## src/rtl/tt_um_serial_addsub.sv

```systemverilog
// Bit-serial add/subtract tile: operands load byte-wide, then ripple LSB-first
// through a single full-adder cell and carry flop, one bit per enabled clock.
module tt_um_serial_addsub #(
    parameter int WIDTH = 8
) (
    input  logic [7:0] ui_in,
    output logic [7:0] uo_out,
    input  logic [7:0] uio_in,
    output logic [7:0] uio_out,
    output logic [7:0] uio_oe,
    input  logic       ena,
    input  logic       clk,
    input  logic       rst_n
);

    typedef enum logic [1:0] {IDLE, RUN, DONE} state_t;

    state_t             state_q, state_d;
    logic [WIDTH-1:0]   op_a_q, op_a_d, op_b_q, op_b_d;
    logic [WIDTH-1:0]   sh_a_q, sh_a_d, sh_b_q, sh_b_d;
    logic [WIDTH-1:0]   acc_q, acc_d, result_q, result_d;
    logic [2:0]         cnt_q, cnt_d;
    logic               carry_q, carry_d, cout_q, cout_d, ovf_q, ovf_d;

    logic load_a, load_b, start, sub;
    logic sum_bit, carry_nx;

    assign load_a = uio_in[0];
    assign load_b = uio_in[1];
    assign start  = uio_in[2];
    assign sub    = uio_in[3];

    assign sum_bit  = sh_a_q[0] ^ sh_b_q[0] ^ carry_q;
    assign carry_nx = (sh_a_q[0] & sh_b_q[0]) | (sh_a_q[0] & carry_q) | (sh_b_q[0] & carry_q);

    always_comb begin
        state_d  = state_q;
        op_a_d   = op_a_q;
        op_b_d   = op_b_q;
        sh_a_d   = sh_a_q;
        sh_b_d   = sh_b_q;
        acc_d    = acc_q;
        result_d = result_q;
        cnt_d    = cnt_q;
        carry_d  = carry_q;
        cout_d   = cout_q;
        ovf_d    = ovf_q;
        if (state_q == RUN) begin
            sh_a_d  = sh_a_q >> 1;
            sh_b_d  = sh_b_q >> 1;
            carry_d = carry_nx;
            acc_d   = {sum_bit, acc_q[WIDTH-1:1]};
            cnt_d   = cnt_q + 3'd1;
            if (cnt_q == 3'(WIDTH-1)) begin
                // carry_q here is the carry into the MSB, carry_nx the carry out of it
                result_d = acc_d;
                cout_d   = carry_nx;
                ovf_d    = carry_q ^ carry_nx;
                state_d  = DONE;
            end
        end else begin
            if (load_a) op_a_d = ui_in[WIDTH-1:0];
            if (load_b) op_b_d = ui_in[WIDTH-1:0];
            if (start && !load_a && !load_b) begin
                sh_a_d  = op_a_q;
                sh_b_d  = sub ? ~op_b_q : op_b_q;
                carry_d = sub;
                cnt_d   = 3'd0;
                state_d = RUN;
            end
        end
    end

    always_ff @(posedge clk) begin
        if (!rst_n) begin
            state_q  <= IDLE;
            op_a_q   <= '0;
            op_b_q   <= '0;
            sh_a_q   <= '0;
            sh_b_q   <= '0;
            acc_q    <= '0;
            result_q <= '0;
            cnt_q    <= '0;
            carry_q  <= 1'b0;
            cout_q   <= 1'b0;
            ovf_q    <= 1'b0;
        end else if (ena) begin
            state_q  <= state_d;
            op_a_q   <= op_a_d;
            op_b_q   <= op_b_d;
            sh_a_q   <= sh_a_d;
            sh_b_q   <= sh_b_d;
            acc_q    <= acc_d;
            result_q <= result_d;
            cnt_q    <= cnt_d;
            carry_q  <= carry_d;
            cout_q   <= cout_d;
            ovf_q    <= ovf_d;
        end
    end

    assign uo_out  = 8'(result_q);
    assign uio_out = {ovf_q, cout_q, state_q == DONE, state_q == RUN, 4'b0000};
    assign uio_oe  = 8'hF0;

    logic unused_inputs;
    assign unused_inputs = &{1'b0, uio_in[7:4], ui_in};

endmodule
```

## config.mk

```make
export PLATFORM = sky130hd
export DESIGN_NAME = tt_um_serial_addsub
export DESIGN_NICKNAME = d
export VERILOG_FILES = /design/src/rtl/tt_um_serial_addsub.sv
export SDC_FILE = /design/constraint.sdc
export NUM_CORES = 1
export LEC_CHECK = 0
export CAP_MARGIN = 20
export CORE_ASPECT_RATIO = 1.2
export CORE_MARGIN = 2
export CORE_UTILIZATION = 54
export CTS_CLUSTER_DIAMETER = 50
export DETAILED_ROUTE_END_ITERATION = 8
export PLACE_DENSITY_LB_ADDON = 0.2
export SLEW_MARGIN = 20
export SYNTH_ARGS = -nofsm -noshare
export SYNTH_HDL_FRONTEND = slang
export SYNTH_SLANG_ARGS = --single-unit
```

## constraint.sdc

```tcl
create_clock -name clk -period 3.2 [get_ports clk]
set_input_delay 0.32 -clock clk [delete_from_list [all_inputs] [get_ports clk]]
set_output_delay 0.32 -clock clk [all_outputs]
set_load 0.005 [all_outputs]
```

==> impl_summary.log <==
[metrics] P_leak: 0.000993 uW
[metrics] number of max-cap violations: 0
[metrics] vias in the first global route: 1809
[metrics] number of endpoints with negative hold slack in the final report: 0
[metrics] flop and latch count out of synthesis: 55
[metrics] GRT Util Overall: 0.210
[metrics] unrepaired setup endpoints after global routing: no
[metrics] min-delay worst type: register to register
[metrics] DIE AREA: 0.00519 mm^2
[metrics] worst-path fanout max: 32
[metrics] Arr. time, crit path: 1.92 ns
[metrics] endpoint type of the worst setup path: primary output
[metrics] worst path setup slack after routing: 0.965 ns
[metrics] DPL Wire Length: 3310 um
[metrics] drt wl/cell: 13.6 um
[metrics] vias post-DR: 2071
[metrics] clock tree from TritonCTS: yes
[metrics] clock buffers created by TritonCTS: 5
[metrics] remaining global-route overflow: 0
[metrics] most common cell after layout, fill and taps aside: nand2_1
[metrics] Post-CTS Hold Fix Bufs: 0
[metrics] CP Buf/Inv Count: 2
[metrics] worst hold path cell count: 2
[metrics] Port Buffer Count: 26
[metrics] number of cells in the design after placement: 361
[metrics] Post-route DRC: 0
[metrics] number of distinct library cells after synthesis: 34
[metrics] status: completed
[metrics] number of endpoints failing setup at the final stage: 0
[metrics] remaining antenna violation count: 0
[metrics] startpoint of the lowest-slack hold path: acc_q[1]
[metrics] Post-Synthesis Cells: 300
[metrics] routed vias/inst: 5.61
[metrics] final WL: 5010 um
[metrics] number of detailed-route iterations in the first pass: 4
[metrics] Worst Hold Endpoint: uo_out[0]
[metrics] source-to-sink clock delay at the later pin of the worst-skew pair: 0.30 ns
[metrics] kind of cell adding the most delay to the critical path: buffers and inverters
[metrics] routability congestion estimate: 0.742
[metrics] total setup buffers inserted after CTS: 0
[metrics] f_max: 0.447 GHz
[metrics] Die Width: 66.1 um
[metrics] global-route wire length before repair: 8510 um
[metrics] Reg-to-Reg Start: state_q[0]
[metrics] sum of negative setup slack: 0 ns
[metrics] Cell Pwr Density: 438 mW/mm^2
[metrics] proportion of synthesized chip area in sequential cells: 0.441
[metrics] Clock Root Buffer: clkbuf_8
[metrics] total number of H-tree levels: 2
[metrics] worst clock skew: 0.00498 ns
[metrics] slowest cell on the critical path: clkdlybuf4s50_1
[metrics] count of antenna diodes in the layout: 0
[metrics] number of nets in the finished design: 332
[metrics] Initial DRC Count: 89
[metrics] largest net degree at the start of global routing: 34
[metrics] Final Critical Period: 2.24 ns
[metrics] nature of the critical path startpoint: register
[metrics] EDFF count, synth: 0
[metrics] count of yosys warnings during synthesis: 0
[metrics] transition time of the tightest slew-check pin: 0.612 ns
[metrics] number of max-slew violations in the final report: 0
[metrics] relative slew slack: 0.591
[metrics] starting utilization of the core area: 0.552
[metrics] Worst Setup Path Type: register to primary output
[metrics] required time reported for the critical path endpoint: 2.88 ns
[metrics] chip height: 78.5 um
[metrics] synthesis-to-finish area growth: 9.97%
[metrics] syn avg cell area: 8.33 um^2
[metrics] cell count of the worst reg-to-reg path: 3
[metrics] number of logic stages on the critical path including buffering: 3
[metrics] number of antenna violations at the first check in global routing: 0
[metrics] most frequent cells in the layout: 58 x nand2_1, 55 x dfxtp_1, 37 x a21oi_1, 26 x clkdlybuf4s50_1, 18 x nor2_1
[metrics] worst ir drop on vdd: 0.000312 V
[metrics] delay of the slowest cell on the worst path: 0.61 ns
[metrics] final standard cell count with taps included and fillers excluded: 369
[metrics] CTS resizes: 0
[metrics] minimum setup slack among reg-to-reg paths: 1.58 ns
[metrics] series of cell instances along the critical path: nand2b_1, inv_2, clkdlybuf4s50_1
[metrics] share of post-route cells with drive strength above 1: 0.0482
[metrics] total number of placement rows: 27
[metrics] deepest clock path buffer count: 2
[metrics] clock input transition at the sequential cells of the worst setup and hold paths: 0.09 ns
[metrics] FF-to-FF End: sh_b_q[3]
[metrics] cell area after technology mapping: 0.00250 mm^2
[metrics] prevailing post-synth register cell: dfxtp_1
[metrics] share of flip-flops with an asynchronous set or reset after synthesis: 0
[metrics] I/O pin cnt: 43
[metrics] pre-CTS WS: 0.919 ns
[metrics] post-route clock period utilization: 0.699
[metrics] filler cell count in the final layout: 433
[metrics] CTS sink count: 55
[metrics] Core ar.: 0.00453 mm^2
==> cell usage after synthesis (all sizes together), types with 3 or more instances <==
cell	n	area share
inv	3	0.0045
o32ai	7	0.025
nor2	18	0.027
o31ai	16	0.048
dfxtp	55	0.44
nand2	58	0.087
nand4	16	0.040
a21oi	37	0.074
buf	34	0.093
nor3	9	0.018
xor2	8	0.028
a311oi	8	0.028
clkbuf	6	0.0095
nand3	6	0.012
==> cells by family after synthesis <==
group                      Yosys count  synth area share
and+or+nand+nor                    115             0.213
AOI/OAI and AO/OA                   71             0.184
DFF                                 55             0.441
buffers and inverters               45             0.110
xor gates and xnor gates             9            0.0315
adders and majority gates            3            0.0180
other                                2           0.00301
==> per-stage QoR <==
stage / total power, uW / utilization / hold slack, ns / cell area, um^2
CTS: 1210 / 0.607 / 0.460 / 2750
finish: 1200 / 0.607 / 0.455 / 2750
detailed placement: 849 / 0.589 / 0.446 / 2670
global route: 1260 / 0.607 / 0.468 / 2750
global placement: 847 / 0.589 / 0.440 / 2670
floorplan: 824 / - / 0.432 / 2540
==> power breakdown <==
part	internal, uW	total (uW)	leakage, uW	switching [uW]
Clock	154	368	0.0000422	214
Sequential	703	715	0.000446	12.0
Combinational	47.2	119	0.000505	71.5
==> registers in the layout, summed over array words and instances (netlist names), 2 cells and up <==
| name | flops |
|---|---|
| op_a_q | 8 |
| op_b_q | 8 |
| sh_a_q | 8 |
| sh_b_q | 8 |
| uo_out | 8 |
| acc_q | 7 |
| cnt_q | 3 |
| state_q | 2 |
==> area by class of cell <==
class / count / area [um^2] / share of cell area
Timing Repair Buffer: 33 / 313 / 0.114
Clock inverter: 1 / 5.00 / 0.00182
Inverter: 5 / 18.8 / 0.00683
Sequential cell: 55 / 1100 / 0.401
Clock buffer: 7 / 76.3 / 0.0278
Multi-Input combinational cell: 210 / 1160 / 0.423
Tap cell: 58 / 72.6 / 0.0264
==> worst register-to-register path, delay by kind of cell, from the launching register on <==
kind / cells / cell delay, ns
AOI/OAI and AO/OA: 2 / 0.55
and+or+nand+nor: 1 / 0.54
DFF: 1 / 0.44
==> per-layer routing <==
layer | vias to the layer above | wire [um] | track usage
li1 | 1049 | - | -
met1 | 957 | 2310 | 0.270
met2 | 57 | 2400 | 0.337
met3 | 8 | 198 | 0.0430
met4 | 0 | 110 | 0.0898
met5 | - | 0 | 0
==> worst max path at each step <==
stage	from	end	slack [ns]
final	state_q[0]	uio_out[4]	0.96
after global routing	state_q[0]	uio_out[4]	0.87
after CTS	state_q[0]	uio_out[4]	0.97
after detailed placement	ena	sh_b_q[3]	0.92
after global placement	ena	sh_b_q[1]	0.99
after floorplan	cnt_q[0]	state_q[1]	1.86
No activity file was read; power rests on OpenSTA's default activity.
==> RTL change 1 (same flow settings) <==
The 3 states of `state_t` get a one-hot encoding in 3 bits.
--- a/src/rtl/tt_um_serial_addsub.sv
+++ b/src/rtl/tt_um_serial_addsub.sv
@@ -13,7 +13,7 @@
     input  logic       rst_n
 );
 
-    typedef enum logic [1:0] {IDLE, RUN, DONE} state_t;
+    typedef enum logic [2:0] {IDLE = 3'b001, RUN = 3'b010, DONE = 3'b100} state_t;
 
     state_t             state_q, state_d;
     logic [WIDTH-1:0]   op_a_q, op_a_d, op_b_q, op_b_d;
Behaviour: same outputs for any inputs over 10 cycles, from zero or initial values and one cycle with rst_n low; not proved beyond that.
==> RTL change 1 against the original RTL <==
- cell area is essentially flat
- global-route usage shrank 1.0 points
- largest power group unchanged
- area after synthesis shrank 0.95%
- die area shrank 0.90%
- register-to-register slack lost 0.05 ns
- total power shrank 1.9%
- combinational power shrank 24%
- sequential cell count grew 1
- via count shrank 7.4%
- routed wire length shrank 8.3%
- setup slack lost 0.17 ns
==> RTL change 1: results (changes against the original RTL) <==
Finish
  • Logic inverters: 3 (was 5)
  • Nets: 323 (was 332)
  • Fill cells: 421 (was 433)
  • Clk cell area share: 2.82% (was 2.96%)
  • Register Area: 1120 sq um (was 1100 sq um)

Global routing
  • Met1 track utilization from global routing: 26.0% (was 27.0%)
  • Vias in the first global route: 1786 (was 1809)
  • Global Route met2 Usage: 33.4% (was 33.7%)
  • Largest net degree at the start of global routing: 32 (was 34)

Drt
  • Via density: 5.34 (was 5.61)
  • Met2 WL: 2.23 mm (was 2.40 mm)
  • DRT iter0 DRCs: 180 (was 89)
  • Routed wire length: 4.60 mm (was 5.01 mm)

STA
  • Rel. slew slack: 51.7% (was 59.1%)
  • Fmax: 415 MHz (was 447 MHz)
  • Worst Clk Skew: 0.00635 ns (was 0.00498 ns)

Setup path
  • Worst-path maximum fanout: 20 (was 32)
  • Crit path arrival time: 2.09 ns (was 1.92 ns)
  • Reg-to-reg critical path startpoint: state_q[1] (was state_q[0])
  • R2R depth: 5 (was 3)

Power
  • Sw frac: 23.3% (was 24.8%)
  • Peak supply drop: 0.256 mV (was 0.312 mV)
  • Leakage: 0.00111 uW (was 0.000993 uW)

Synthesis
  • Mapped Area: 2470 sq um (was 2500 sq um)
  • Distinct cells, synth: 29 (was 34)
  • Synth top cells by count: nand2_1, dfxtp_1, a21oi_1 (unchanged)
  • Top post-synthesis cells by area: dfxtp_1, nand2_1, mux2i_1 (was dfxtp_1, nand2_1, a21oi_1)
  • Synthesized area per cell: 8.56 sq um (was 8.33 sq um)

Worst hold path
  • Worst Hold End: op_a_q[0] (was uo_out[0])

Outcome
  • Status: complete, no violations (unchanged)

Placed design
  • Placer Congestion: 0.725 (was 0.742)

Clock network
  • CTS Sinks: 56 (was 55)
RTL change 1: cell types whose count changed in the layout (fill, tap and decap cells not counted), sizes merged, moves of 2 or more:
cell,unedited run,this run
a211oi,2,0
a21oi,37,23
a311oi,8,1
a31oi,0,8
buf,7,4
clkinv,3,1
mux2i,0,16
nand2,58,66
nand3,6,18
nand4,16,0
nor2,18,15
nor3,9,0
o21ai,1,11
o31ai,16,8
RTL change 1: cells by family (layout without fill, tap and decap cells):
| group | count (synthesis) | in the layout | synth area share, % |
|---|---|---|---|
| adders and majority gates | 3 | 3 | 1.82 |
| AOI/OAI and AO/OA | 59 | 59 | 14.5 |
| other | 2 | 12 | 0.303 |
| muxes | 16 | 16 | 6.47 |
| xor gates and xnor gates | 9 | 9 | 3.19 |
| buffers and inverters | 38 | 40 | 8.70 |
| and+or+nand+nor | 106 | 106 | 19.8 |
| DFF | 56 | 56 | 45.3 |
==> RTL change 2 (config.mk and constraints unchanged) <==
Without the edit above. Change the parameter `WIDTH` from 8 to 6.
--- a/src/rtl/tt_um_serial_addsub.sv
+++ b/src/rtl/tt_um_serial_addsub.sv
@@ -1,7 +1,7 @@
 // Bit-serial add/subtract tile: operands load byte-wide, then ripple LSB-first
 // through a single full-adder cell and carry flop, one bit per enabled clock.
 module tt_um_serial_addsub #(
-    parameter int WIDTH = 8
+    parameter int WIDTH = 6
 ) (
     input  logic [7:0] ui_in,
     output logic [7:0] uo_out,
Behaviour: not the same (a bounded check fails within 10 cycles, from zero or initial values and one cycle with rst_n low).
==> RTL change 2 against the original RTL <==
- area after synthesis shrank 11%
- total power shrank 16%
- sequential cell count shrank 12
- routed wire length shrank 19%
- cell area shrank 13%
- synthesized cell count shrank 16%
- critical path type unchanged
- maximum frequency grew 14%
- setup slack gained 0.28 ns
- count of clock-buffer cells in the layout is the same
- sequential share of layout area shrank 3.9 points
==> RTL change 2: results (changes against the original RTL) <==
Outcome
  • Status: complete, no violations (unchanged)

Finish
  • Register Area: 861 sq um (was 1100 sq um)
  • Multi-input gate area: 1090 sq um (was 1160 sq um)
  • Fill cells: 395 (was 433)
  • Logic inverters: 6 (was 5)
  • ANT cells: 0 (unchanged)
  • Signal buffers: 27 (was 33)
  • Clk cell area share: 3.42% (was 2.96%)
  • Share of cells above drive strength 1: 8.17% (was 4.82%)
  • Sequential cell count: 43 (was 55)
  • Signal buf overhead: 10.8% (was 11.4%)
  • #MultiIn Comb: 173 (was 210)
  • Nets: 278 (was 332)

Setup path
  • Critical path's largest stage delay: 0.56 ns (was 0.61 ns)
  • Crit path max-delay cell type: clkdlybuf4s50_1 (unchanged)
  • Crit path arrival time: 1.64 ns (was 1.92 ns)
  • Worst-path maximum fanout: 25 (was 32)

Clock network
  • Latest clock arrival within the worst-skew pair: approximately 0.29 ns
  • Clk buf depth: 2 (unchanged)
  • Worst-path clk slew: 0.08 ns
  • Post-CTS sizing: 0 (unchanged)
  • H-tree Lvls: 2 (unchanged)
  • Post-CTS Setup Bufs: 0 (unchanged)
  • TritonCTS buffer count: 5 (unchanged)

Synthesis
  • Synth top cells by count: dfxtp_1, nand2_1, buf_4 (was nand2_1, dfxtp_1, a21oi_1)
  • Sequential area share after synthesis: 38.7% (was 44.1%)
  • Top post-synthesis cells by area: dfxtp_1, buf_4, a21oi_1 (was dfxtp_1, nand2_1, a21oi_1)
  • Distinct cells, synth: 39 (was 34)
  • Yosys warning count: 0 (unchanged)
  • Ys async rst share: 0% (unchanged)
  • Mapped Cells: 251 (was 300)

Global routing
  • GRT Total Usage: 18.7% (was 21.0%)
  • Initial antenna violation count: 0 (unchanged)
  • First-pass GRT wire length: 6.80 mm (was 8.51 mm)
  • Vias in the first global route: 1496 (was 1809)
  • Largest net degree at the start of global routing: 31 (was 34)

Drt
  • Met2 WL: 2.06 mm (was 2.40 mm)
  • DRT iter0 DRCs: 54 (was 89)
  • Drt first pass iters: 4 (unchanged)
  • Vias post-DR: 1672 (was 2071)
  • Routed wire length: 4.06 mm (was 5.01 mm)
  • Met1 WL: 1.82 mm (was 2.31 mm)
  • Via density: 5.38 (was 5.61)
  • Met3 WL post-DR: 113 um (was 198 um)

Placed design
  • Detailed placement HPWL: 2.67 mm (was 3.31 mm)
  • IO buf count: 22 (was 26)
  • Placer Congestion: 0.718 (was 0.742)
  • Placed cell areas: 2300 sq um (was 2670 sq um)
  • Post-placement worst setup slack: 0.991 ns (was 0.919 ns)
  • Placed cell count: 303 (was 361)

STA
  • Rel. slew slack: 38.1% (was 59.1%)
  • Worst Clk Skew: 0.00698 ns (was 0.00498 ns)

Power
  • Peak supply drop: 0.271 mV (was 0.312 mV)
  • P_int: 753 uW (was 905 uW)
  • Leakage: 0.000917 uW (was 0.000993 uW)

Worst hold path
  • Min-Delay Path Class: reg2reg (unchanged)

Die
  • Die area: 4650 sq um (was 5190 sq um)
[RTL change 2: metrics by stage]
step                utilization [%]  hold slack, ns
floorplan                         -           0.432
global placement               58.3           0.438
detailed placement             58.3           0.460
CTS                            60.4           0.470
global route                   60.4           0.487
finish                         60.4           0.468
[RTL change 2: cells by family (layout without fill, tap and decap cells)]
kind of cell / after synthesis / after routing / share of synthesized area (%)
AND/OR/NAND/NOR: 84 / 84 / 19.7
AO/OA/AOI/OAI: 65 / 65 / 22.2
buffers and inverters: 47 / 41 / 14.3
flip-flops: 43 / 43 / 38.7
XOR/XNOR: 7 / 7 / 2.76
adder cells (fa/ha/maj): 3 / 3 / 2.03
other: 2 / 14 / 0.338
[RTL change 2: path summary, 6_finish.rpt]
check        startpoint     endpoint  slack (ns)  cells after the start
max          state_q[0]   uio_out[4]        1.24                      3
min            acc_q[4]     acc_q[4]        0.47                      2
max reg2reg    cnt_q[0]  result_q[0]        1.70                      4
min reg2reg    acc_q[4]     acc_q[4]        0.47                      2
[RTL change 2: layer usage]
metal  vias to the layer above  GRT usage, %
li1                        869             -
met1                       774          21.2
met2                        23          34.1
met3                         6          2.72
met4                         0          10.9
met5                         -             0
[RTL change 2: power groups by stage]
stage                     Sequential [uW]  Combinational [uW]  Clock, uW
final                                 564                 122        329
after global routing                  566                 137        362
after CTS                             564                 122        341
after detailed placement              576                 122          0
after global placement                576                 121          0
after floorplan                       574                 110          0
[RTL change 2: critical path, delay by kind of cell, from the launching register on]
family	cells	cell delay [ns]
flops	1	0.41
buf+inv	2	0.80
simple gates	1	0.13
